==> src/rtl/seg7_scan_ctrl.sv <==
// seg7_scan_ctrl: multiplexed seven-segment scanner with PWM dimming, guard cycle and frame pulse
module seg7_scan_ctrl #(
  parameter int N_DISP = 8,
  parameter int SCAN_DIV = 1000,
  parameter bit ACTIVE_LOW = 1'b0
) (
  input  logic                      clock,
  input  logic                      reset,
  input  logic                      wr_en,
  input  logic [$clog2(N_DISP)-1:0] wr_pos,
  input  logic [3:0]                wr_dig,
  input  logic                      wr_dp,
  input  logic                      wr_blank,
  input  logic                      hex_mode,
  input  logic [3:0]                bright,
  output logic [6:0]                seg,
  output logic                      dp,
  output logic [N_DISP-1:0]         an,
  output logic                      frame
);
  localparam int PW = $clog2(N_DISP);
  localparam int CW = $clog2(SCAN_DIV);
  localparam int TW = 4 + CW + 1;
  localparam logic [6:0] LUT [16] = '{7'h3F, 7'h06, 7'h5B, 7'h4F, 7'h66, 7'h6D, 7'h7D, 7'h07,
                                      7'h7F, 7'h6F, 7'h77, 7'h7C, 7'h39, 7'h5E, 7'h79, 7'h71};
  logic [5:0] rf [N_DISP];
  logic [CW-1:0] presc;
  logic [PW-1:0] slot;
  logic [3:0] bright_l;
  logic [TW-1:0] thresh;
  logic [5:0] cur;
  logic [6:0] code;
  logic [6:0] seg_q;
  logic dp_q;
  logic [N_DISP-1:0] an_q;
  logic lit, last, wrap;
  assign thresh = ((TW'(bright_l) + TW'(1)) * TW'(SCAN_DIV)) >> 4;
  // presc=0 is the anti-ghosting guard: never lit regardless of brightness
  assign lit = presc != '0 && TW'(presc) < thresh;
  assign wrap = presc == CW'(SCAN_DIV - 1);
  assign last = wrap && slot == PW'(N_DISP - 1);
  assign cur = rf[slot];
  assign code = (!hex_mode && cur[3:0] > 4'd9) ? 7'h40 : LUT[cur[3:0]];
  always_ff @(posedge clock) begin
    if (reset) begin
      presc <= '0;
      slot <= '0;
      bright_l <= '0;
      for (int i = 0; i < N_DISP; i++) rf[i] <= 6'b10_0000;
      seg_q <= '0;
      dp_q <= 1'b0;
      an_q <= '0;
      frame <= 1'b0;
    end else begin
      presc <= wrap ? '0 : presc + CW'(1);
      if (wrap) slot <= slot == PW'(N_DISP - 1) ? '0 : slot + PW'(1);
      if (presc == '0) bright_l <= bright;
      if (wr_en && int'(wr_pos) < N_DISP) rf[wr_pos] <= {wr_blank, wr_dp, wr_dig};
      an_q <= lit ? N_DISP'(1) << slot : '0;
      seg_q <= lit && !cur[5] ? code : '0;
      dp_q <= lit && !cur[5] && cur[4];
      frame <= last;
    end
  end
  assign seg = ACTIVE_LOW ? ~seg_q : seg_q;
  assign dp = ACTIVE_LOW ? ~dp_q : dp_q;
  assign an = ACTIVE_LOW ? ~an_q : an_q;
endmodule

==> config.mk <==
export PLATFORM = sky130hd
export DESIGN_NAME = seg7_scan_ctrl
export DESIGN_NICKNAME = d
export VERILOG_FILES = /design/src/rtl/seg7_scan_ctrl.sv
export SDC_FILE = /design/constraint.sdc
export NUM_CORES = 1
export LEC_CHECK = 0
export BUFFER_PORTS_ARGS = -buffer_cell sky130_fd_sc_hd__buf_2
export CAP_MARGIN = 20
export CORE_MARGIN = 2
export CORE_UTILIZATION = 59
export CTS_BUF_LIST = sky130_fd_sc_hd__clkbuf_8 sky130_fd_sc_hd__clkbuf_16
export DETAILED_ROUTE_END_ITERATION = 10
export PLACE_DENSITY = 0.77
export SYNTH_ARGS = -nofsm -noshare
export SYNTH_HDL_FRONTEND = slang
export SYNTH_SLANG_ARGS = --single-unit
==> constraint.sdc <==
create_clock -name clock -period 12.35 [get_ports clock]
set_input_delay 0.6175 -clock clock [delete_from_list [all_inputs] [get_ports clock]]
set_output_delay 0.6175 -clock clock [all_outputs]
set_load 0.02 [all_outputs]
**Word level (Yosys, flattened, before mapping)**

Memory sizes are Yosys's and may differ from the RTL's. A register that Yosys moved wholly into a read port is not among the register bits.
Cells that the tools add are included.

- Register bits after elaboration: 34
- Latch bits: 0
- Bits in writable memories: 48
- ROM bits: 112
- Logic and storage cells: 51
- Memories kept: 2

- Add/sub/neg operators: 3
- $mul: 1
- Div/mod/pow operators: 0
- Magnitude comparators: 3
- Equality and inequality tests: 2
- Shift-type cells: 1
- Multiplexer cells: 14
- Bitwise logic cells: 3
- Reductions and logical operators: 14

Memories:

| name | depth | width | rd ports | clocked after Yosys merged registers in | write ports | line | text |
|---|---|---|---|---|---|---|---|
| (no name shown) | 16 | 7 | 1 | 0 | 0 | 43 | `assign code = (!hex_mode && cur[3:0] > 4'd9) ? 7'h40 : LUT[cur[3:0]];` |
| rf | 8 | 6 | 1 | 1 | 8 | 26 | `logic [5:0] rf [N_DISP];` |

Operators with widths:

| cell | count |
|---|---|
| $mux W7 | 3 |
| $mul A5 B7 Y12 const B | 1 |
| $mux W3 | 4 |
| $lt A10 B11 Y1 | 1 |
| $add A10 B1 Y10 const B | 1 |
| $eq A10 B10 Y1 const B | 1 |
| $logic_not A10 Y1 | 1 |
| $reduce_bool A10 Y1 | 1 |
| $shl A1 B3 Y8 const A | 1 |
| $mux W1 | 6 |
| $mux W6 | 1 |
| $reduce_or A2 Y1 | 3 |
| $reduce_or A6 Y1 | 1 |
| $add A4 B1 Y5 const B | 1 |
| $ge A5 B5 Y1 const B | 1 |
| $logic_and A1 B1 Y1 | 5 |
| $not A4 Y5 | 1 |
| $gt A4 B4 Y1 const B | 1 |
| $add A3 B1 Y3 const B | 1 |
| $eq A3 B3 Y1 const B | 1 |
| $reduce_or A3 Y1 | 1 |
| $logic_not A1 Y1 | 2 |
| $not A1 Y1 | 2 |

**Longest topological paths before layout**

Gate-level depths: netlist of the first run.

- Depth after elaboration: 7
- Gate-level depth with buffers: 19
- Mapped depth without buffers: 19

**Least setup slack after synthesis of the first run**

No wires, ideal clock.

- Path kind: flip-flop to flip-flop
- Start point: register bright_l[0]
- End point: register an_q[4] (netlist: an[4])
- Library setup time: 0.116 ns
- Arrival: 4.823 ns
- Data required time: 12.234 ns
- Slack: 7.411 ns
- Cell stages (with the launch flop): 19
- Path buffers: 0
- Path through: dfxtp_1 ha_1 xor2_1 inv_1 fa_1 fa_1 fa_1 inv_1 ha_1 a21oi_1 o21bai_1 a21oi_1 xnor2_1 ha_1 nand3_1 or3_1 nor3_1 nand3b_1 nor2_1

- Longest elaborated chain between the ends: 6

RTL lines:

| what | line | text |
|---|---|---|
| start, declared | 29 | `logic [3:0] bright_l;` |
| start signal, assigned | 57 | `if (presc == '0) bright_l <= bright;` |
| $add A4 B1 Y5 | 37 | `assign thresh = ((TW'(bright_l) + TW'(1)) * TW'(SCAN_DIV)) >> 4;` |
| $mul A5 B7 Y12 | 37 |  |
| $lt A10 B11 Y1 | 39 | `assign lit = presc != '0 && TW'(presc) < thresh;` |
| $logic_and A1 B1 Y1 | 39 |  |
| $not A1 Y1 (no line) | n/a |  |
| $reduce_or A2 Y1 (no line) | n/a |  |
| end signal, assigned | 59 | `an_q <= lit ? N_DISP'(1) << slot : '0;` |
| end, declared | 35 | `logic [N_DISP-1:0] an_q;` |

No other way between the ends.
A chain may end at the register's enable or synchronous reset.

**Worst setup path in the final report of the first run**

- Start point: register bright_l[0]
- End point: register seg_q[2] (netlist: seg[2])

- Longest elaborated chain between the ends: 7

RTL lines:

| what | line | text |
|---|---|---|
| $add A4 B1 Y5 | 37 |  |
| $mul A5 B7 Y12 | 37 |  |
| $lt A10 B11 Y1 | 39 |  |
| $logic_and A1 B1 Y1 | 39 |  |
| $logic_and A1 B1 Y1 | 60 | `seg_q <= lit && !cur[5] ? code : '0;` |
| $not A1 Y1 (no line) | n/a |  |
| $reduce_or A3 Y1 (no line) | n/a |  |
| end signal, assigned | 60 |  |
| end, declared | 33 | `logic [6:0] seg_q;` |

No other way between the ends.

==> flow_summary.json, run 1 <==
{
  "grt_first_pass_wirelength_mm": 15.1,
  "synth.net_count": 476,
  "num_rows": 32,
  "report.final.slew_viol_count": 0,
  "area_of_the_die_sq_um": 8650,
  "min_from": "presc[0]",
  "timing.hold.worst.class": "reg -> reg",
  "rsz0062_at_grt": "false",
  "tritoncts.num_buffers": 9,
  "yosys-mux-area-fraction_pct": 8.97,
  "finish.net_count": 512,
  "buffer_ports.inserted": 33,
  "area_added_between_synthesis_and_finish_pct": 9.67,
  "synthesis.yosys.warnings": 0,
  "number_of_enable_type_register_cells_in_the_synthesized_netlist": 48,
  "multiInputGateArea_sq_um": 2290,
  "irDropWorstVdd_uv": 69.1,
  "yosysSeqAreaShare_pct": 46.7,
  "drive_above_1_share_pct": 15.9,
  "n_fill_cell": 623,
  "final-seq-area_sq_um": 2180,
  "post-synth-top-count-cell": "sky130_fd_sc_hd__edfxtp_1",
  "synth_cell_type_count": 48,
  "maxSlewHeadroom_pct": 37.8,
  "gp_routability_congestion": 0.841,
  "tritoncts": "done",
  "post_drt_wl_per_cell_um": 15.8,
  "synth_xor_area_share_pct": 3.00,
  "clock-sinks": 85,
  "largest_net_degree_at_the_start_of_global_routing": 26,
  "synthesis.instances": 411,
  "num_vias": 3018,
  "timing.final.hold_violations": 0,
  "finalSetupTns_ps": 0,
  "power.density_nw_per_um2": 135,
  "cp.arrival_ps": 5660,
  "initial_antenna_violation_count": 0,
  "syn-mean-instance-area_sq_um": 11.4,
  "clock_insertion_delay_worst_skew_ps": 350,
  "synthFlopType": "sky130_fd_sc_hd__edfxtp_1",
  "crit_type": "reg -> reg",
  "postSynthRegisterBits": 85,
  "tightest_slew_ps": 908,
  "detail_route.vias_per_cell": 5.45,
  "dpl.cell_count": 538,
  "gr-total-overflow": 0,
  "pre_antenna_drt_iters": 5,
  "total_setup_buffers_inserted_after_cts": 0,
  "dp_hpwl_mm": 6.54,
  "count_of_cells_along_the_worst_hold_path": 1,
  "chipWidth_um": 93,
  "cts_max_level": 3,
  "top_level_ports": 34,
  "fraction_of_the_mapped_netlist_area_in_compound_gates_pct": 5.70,
  "antenna_cells": 0,
  "max_clock_freq_mhz": 185,
  "finalClockSkew_ps": 8.51,
  "synth.cells.most_frequent": "48 x sky130_fd_sc_hd__edfxtp_1, 42 x sky130_fd_sc_hd__and2_1, 42 x sky130_fd_sc_hd__inv_1",
  "crit-reg2reg-launch": "bright_l[0]",
  "timing.critical_path.to_type": "register",
  "share_of_async_settable_or_async_resettable_flops_after_synthesis_pct": 0,
  "min_period_ps": 5420,
  "whs_endpoint": "presc[0]",
  "sort_of_element_at_the_start_of_the_critical_path": "register",
  "ys_top_cells_by_area": "sky130_fd_sc_hd__edfxtp_1 31%, sky130_fd_sc_hd__dfxtp_1 16%, sky130_fd_sc_hd__ha_1 10%, sky130_fd_sc_hd__and2_1 5.6%, sky130_fd_sc_hd__mux4_2 4.8%",
  "postRouteWirelength_mm": 8.77,
  "worst_reg2reg_path_length_in_cells": 18,
  "post_synth_and_or_nand_nor_area_fraction_pct": 17.1,
  "clockRootBuffer": "sky130_fd_sc_hd__clkbuf_8",
  "synth_top_family_by_area": "simple AND/OR/NAND/NOR gates",
  "total_leakage_power_nw": 2.14,
  "first_global_vias": 3147,
  "status": "completed",
  "rrSetupSlack_ps": 6930,
  "critical_path.max_fanout": 7,
  "synth.cell_area_sq_um": 4670,
  "drt_drc_violations_left": 0,
  "cap_violations": 0,
  "clk_pin_slew_worst_paths_ps": 90,
  "effective_utilization_at_floorplan_pct": 60.8,
  "final_cell_count_no_fill": 554,
  "yosys.area.top_type_share_pct": 30.8,
  "die_h_um": 93,
  "synth_adder_area_share_pct": 14.3,
  "ctsResizeCount": 0,
  "finalCritPeriodShare_pct": 43.9,
  "yosys_top_cell_by_area": "sky130_fd_sc_hd__edfxtp_1",
  "hold_slack_ps": 483,
  "drtIter0Drc": 139,
  "hold_buffers": 0,
  "antenna_violating_nets_post_route": 0,
  "crit_reg_reg_endpoint": "seg[2]",
  "core_area_sq_um": 7690,
  "grt_util_all_layers_pct": 22.6,
  "cts-root-to-sink-buffers": 2,
  "total_of_endpoints_with_negative_setup_slack_in_the_final_report": 0,
  "critical_path_required_ps": 12590
}
-- routing by layer --
layer	vias up	GRT usage, %	part of all wire, %
li1	1504	-	-
met1	1443	28.3	44
met2	63	40.3	51
met3	8	3.55	2.9
met4	0	7.23	1.3
met5	-	0	0
-- power breakdown --
part / leakage [nW] / switching [W] / internal [W]
registers: 0.764 / 0.00000676 / 0.000312
logic: 1.28 / 0.000101 / 0.0000757
clock network: 0.0914 / 0.000102 / 0.0000944
total: 2.14 / 0.000210 / 0.000482
-- metrics by stage --
stage / util [%] / total power, W / setup WS, ps / instance area [sq um]
floorplan: - / 0.000459 / 7410 / 4670
global placement: 64.1 / 0.000497 / 7170 / 4930
detailed placement: 64.1 / 0.000502 / 6990 / 4930
CTS: 66.7 / 0.000697 / 6980 / 5120
global route: 66.7 / 0.000734 / 6590 / 5120
finish: 66.7 / 0.000692 / 6930 / 5120
-- logic make-up after synthesis --
family / Yosys count
AND/OR/NAND/NOR: 147
XOR/XNOR: 16
adder cells (fa/ha/maj): 48
multiplexers: 29
buffers and inverters: 50
AO/OA/AOI/OAI: 36
flip-flops: 85
-- flip-flops by register name, summed over array words and instances, names as in the netlist, named ones only --
signal	flops
an	8
bright_l	4
dp	1
frame	1
presc	10
rf	48
seg	7
slot	3
-- cells in the final DEF (no fill, tap or decap), types with 3 or more instances in the layout --
cell,Yosys,final
sky130_fd_sc_hd__nor2_1,33,33
sky130_fd_sc_hd__nand2_1,12,12
sky130_fd_sc_hd__and2_1,42,42
sky130_fd_sc_hd__mux4_2,10,10
sky130_fd_sc_hd__nand2b_1,10,10
sky130_fd_sc_hd__or2_2,8,8
sky130_fd_sc_hd__and3_1,4,4
sky130_fd_sc_hd__nor4_1,5,5
sky130_fd_sc_hd__a21oi_1,12,12
sky130_fd_sc_hd__xnor2_1,10,10
sky130_fd_sc_hd__nor3_1,8,8
sky130_fd_sc_hd__mux2i_1,16,16
sky130_fd_sc_hd__edfxtp_1,48,48
sky130_fd_sc_hd__or3_1,6,6
sky130_fd_sc_hd__nand3_1,7,7
sky130_fd_sc_hd__dfxtp_1,37,37
sky130_fd_sc_hd__fa_1,9,9
sky130_fd_sc_hd__buf_2,1,33
sky130_fd_sc_hd__clkbuf_8,0,9
sky130_fd_sc_hd__xor2_1,6,6
sky130_fd_sc_hd__a21o_1,3,3
sky130_fd_sc_hd__ha_1,39,39
sky130_fd_sc_hd__inv_1,42,42
sky130_fd_sc_hd__a211oi_1,6,6
-- area by class of cell --
type                    instances  share of cell area (%)
multi-input cells             276                    44.8
clock inverters                 7                    1.44
clock buffers                   9                    2.42
well taps                     102                    2.49
flip-flops and latches         85                    42.6
repair buffers                 33                    3.22
inverters                      42                    3.08
-- worst max path at each step --
stage,start,endpoint,slack (ps),depth (start not counted)
after detailed placement,bright_l[0],an[5],6990,18
after floorplan,bright_l[0],an[4],7410,18
final,bright_l[0],seg[2],6930,18
after global placement,bright_l[0],seg[2],7170,18
after CTS,bright_l[0],seg[2],6980,18
after global routing,bright_l[0],an[7],6590,18
-- worst max-delay path, cell delays in order, from the launching register on --
cell and delay (ps):
sky130_fd_sc_hd__dfxtp_1 530, sky130_fd_sc_hd__ha_1 260, sky130_fd_sc_hd__xor2_1 360, sky130_fd_sc_hd__inv_1 100, sky130_fd_sc_hd__fa_1 530, sky130_fd_sc_hd__fa_1 530
sky130_fd_sc_hd__fa_1 540, sky130_fd_sc_hd__inv_1 40, sky130_fd_sc_hd__ha_1 320, sky130_fd_sc_hd__a21oi_1 230, sky130_fd_sc_hd__o21bai_1 110, sky130_fd_sc_hd__a21oi_1 180
sky130_fd_sc_hd__xnor2_1 140, sky130_fd_sc_hd__ha_1 270, sky130_fd_sc_hd__a21o_1 170, sky130_fd_sc_hd__a211oi_1 290, sky130_fd_sc_hd__o211a_1 260, sky130_fd_sc_hd__o311ai_2 190
sky130_fd_sc_hd__a221oi_1 280
(Power assumes the default switching activity.)
==> inputs of run 2 (changes only) <==
Clock period 12.35 ns to 5 ns, I/O delays scaled along.
==> run 2 against run 1 <==
Effect of this change:
- setup slack lost 6700 ps
- cell count is 2.0% higher
- register-to-register slack got worse by 6700 ps
- clock power rose to 2.6 times the previous value
- global-route usage increased by 0.85 points
- sequential share of layout area fell by 1.4 points
- non-clock buffer count rose by 11
- clock skew hardly changed
- power rose to 2.6 times the previous value
- critical path type unchanged
==> flow_summary.json, run 2 (synthesized netlist as in run 1, its figures left out) <==
{
  "critical_path.max_fanout": 6,
  "finish.net_count": 523,
  "report.final.slew_viol_count": 0,
  "cts-root-to-sink-buffers": 2,
  "power_w": 0.00181,
  "max_clock_freq_mhz": 208,
  "num_rows": 32,
  "tightest_slew_ps": 1020,
  "dpl.cell_count": 546,
  "dp_hpwl_mm": 6.78,
  "n_fill_cell": 555,
  "status": "completed",
  "irDropWorstVdd_uv": 227,
  "die_h_um": 93,
  "buffer_ports.inserted": 33,
  "timing.critical_path.to_type": "register",
  "largest_register_ff_count": 48,
  "cap_violations": 0,
  "largest_net_degree_at_the_start_of_global_routing": 26,
  "clock_insertion_delay_worst_skew_ps": 360,
  "setup_slack_ps": 200,
  "post_drt_wl_per_cell_um": 16.7,
  "drtIter0Drc": 123,
  "cp.arrival_ps": 5040,
  "area_of_the_die_sq_um": 8650,
  "first_global_vias": 3150,
  "final-seq-area_sq_um": 2190,
  "finalCritPeriodShare_pct": 96.0,
  "min_period_ps": 4800,
  "num_vias": 3104,
  "power.density_nw_per_um2": 340,
  "rsz0062_at_grt": "false",
  "effective_utilization_at_floorplan_pct": 60.8,
  "chipWidth_um": 93,
  "drt_drc_violations_left": 0,
  "final_cell_count_no_fill": 565,
  "grt_util_all_layers_pct": 23.5,
  "top_level_ports": 34,
  "postRouteWirelength_mm": 9.43,
  "area_added_between_synthesis_and_finish_pct": 13.7,
  "core_area_sq_um": 7690,
  "cts_max_level": 3,
  "pre_antenna_drt_iters": 4,
  "tritoncts": "done",
  "total_of_endpoints_with_negative_setup_slack_in_the_final_report": 0,
  "finalClockSkew_ps": 8.62,
  "gr-total-overflow": 0,
  "critical_path_required_ps": 5240,
  "layout_common_cells": "48 x sky130_fd_sc_hd__edfxtp_1, 42 x sky130_fd_sc_hd__inv_1, 42 x sky130_fd_sc_hd__and2_1",
  "timing.hold.worst.class": "in -> reg",
  "initial_antenna_violation_count": 0,
  "finalInstanceArea_sq_um": 5310,
  "tritoncts.num_buffers": 9,
  "gp_routability_congestion": 0.812,
  "clockRootBuffer": "sky130_fd_sc_hd__clkbuf_8",
  "core_util_final_pct": 69.1,
  "hold_buffers": 0,
  "timing.final.hold_violations": 0,
  "clock-sinks": 85,
  "largest_register": "rf",
  "maxSlewHeadroom_pct": 30.1,
  "total_leakage_power_nw": 2.22,
  "multiInputGateArea_sq_um": 2380,
  "post_dp_cell_area_sq_um": 4990,
  "antenna_violating_nets_post_route": 0,
  "clk_pin_slew_worst_paths_ps": 90,
  "commonest_non_fill_non_tap_cell_in_the_layout": "sky130_fd_sc_hd__edfxtp_1",
  "detail_route.vias_per_cell": 5.49,
  "grt_first_pass_wirelength_mm": 15.4,
  "antenna_cells": 0,
  "pre_cts_slack_ps": -55.3,
  "crit_type": "reg -> reg",
  "sort_of_element_at_the_start_of_the_critical_path": "register",
  "drive_above_1_share_pct": 21.6
}
==> run 2: changes by cell type in the layout (fill, tap and decap cells not counted), moves of 2 or more <==
| cell | delta |
|---|---|
| sky130_fd_sc_hd__buf_4 | +11 |
| sky130_fd_sc_hd__clkinv_4 | +2 |
| sky130_fd_sc_hd__dfxtp_1 | -3 |
| sky130_fd_sc_hd__dfxtp_2 | +2 |
| sky130_fd_sc_hd__ha_1 | -3 |
| sky130_fd_sc_hd__ha_4 | +2 |
==> run 2: final timing paths <==
check	start	endpoint	slack, ps	cells past startpoint
setup reg to reg	bright_l[0]	seg[2]	200	19
hold reg to reg	presc[0]	presc[0]	540	1
setup / recovery	bright_l[0]	seg[2]	200	19
hold / removal	bright[0]	bright_l[0]	130	3
==> run 2: stage by stage <==
step | hold WS (ps) | setup TNS [ps]
3_3_place_gp | 457 | 0
6_report | 127 | 0
5_1_grt | 138 | 0
2_1_floorplan | 394 | 0
4_1_cts | 119 | 0
3_5_place_dp | 490 | -115
==> run 2: layout make-up <==
cell class                      count  share of cell area (%)
Multi-Input combinational cell    276                    44.9
Sequential cell                    85                    41.2
Timing Repair Buffer               44                    4.66
Inverter                           42                    2.97
Tap cell                          102                    2.40
Clock buffer                        9                    2.33
Clock inverter                      7                    1.55
==> run 2: routing by layer <==
| layer | vias to the layer above | wire length, um | track usage [%] |
|---|---|---|---|
| met3 | 11 | 313 | 3.79 |
| met4 | 0 | 137 | 8.46 |
| met1 | 1509 | 4040 | 28.1 |
| met5 | - | 0 | 0 |
| li1 | 1522 | - | - |
| met2 | 62 | 4940 | 42.8 |
==> run 2: power breakdown <==
group          switching, W  internal, W
registers         0.0000158     0.000772
logic              0.000278     0.000236
clock network      0.000268     0.000237
total              0.000562      0.00125
==> run 2: worst max-delay path, cell delays in order, from the launching register on <==
cell and delay (ps):
sky130_fd_sc_hd__dfxtp_4 370, sky130_fd_sc_hd__ha_2 210, sky130_fd_sc_hd__xor2_2 150, sky130_fd_sc_hd__buf_4 160, sky130_fd_sc_hd__ha_1 290, sky130_fd_sc_hd__inv_1 80, sky130_fd_sc_hd__fa_1 440, sky130_fd_sc_hd__fa_1 520
sky130_fd_sc_hd__inv_1 70, sky130_fd_sc_hd__ha_4 250, sky130_fd_sc_hd__a221o_1 350, sky130_fd_sc_hd__a21o_1 190, sky130_fd_sc_hd__a21oi_1 160, sky130_fd_sc_hd__xor2_1 90, sky130_fd_sc_hd__ha_1 270, sky130_fd_sc_hd__nand3_1 110
sky130_fd_sc_hd__or3_4 420, sky130_fd_sc_hd__o31a_1 340, sky130_fd_sc_hd__o311ai_4 120, sky130_fd_sc_hd__a221oi_1 90
==> run 2: what timing repair did <==
item / in CTS / in global routing
pin swaps: 0 / 7
endpoints found under the setup margin: 4 / 16
gates resized for setup: 2 / 16
setup buffers: 1 / 2
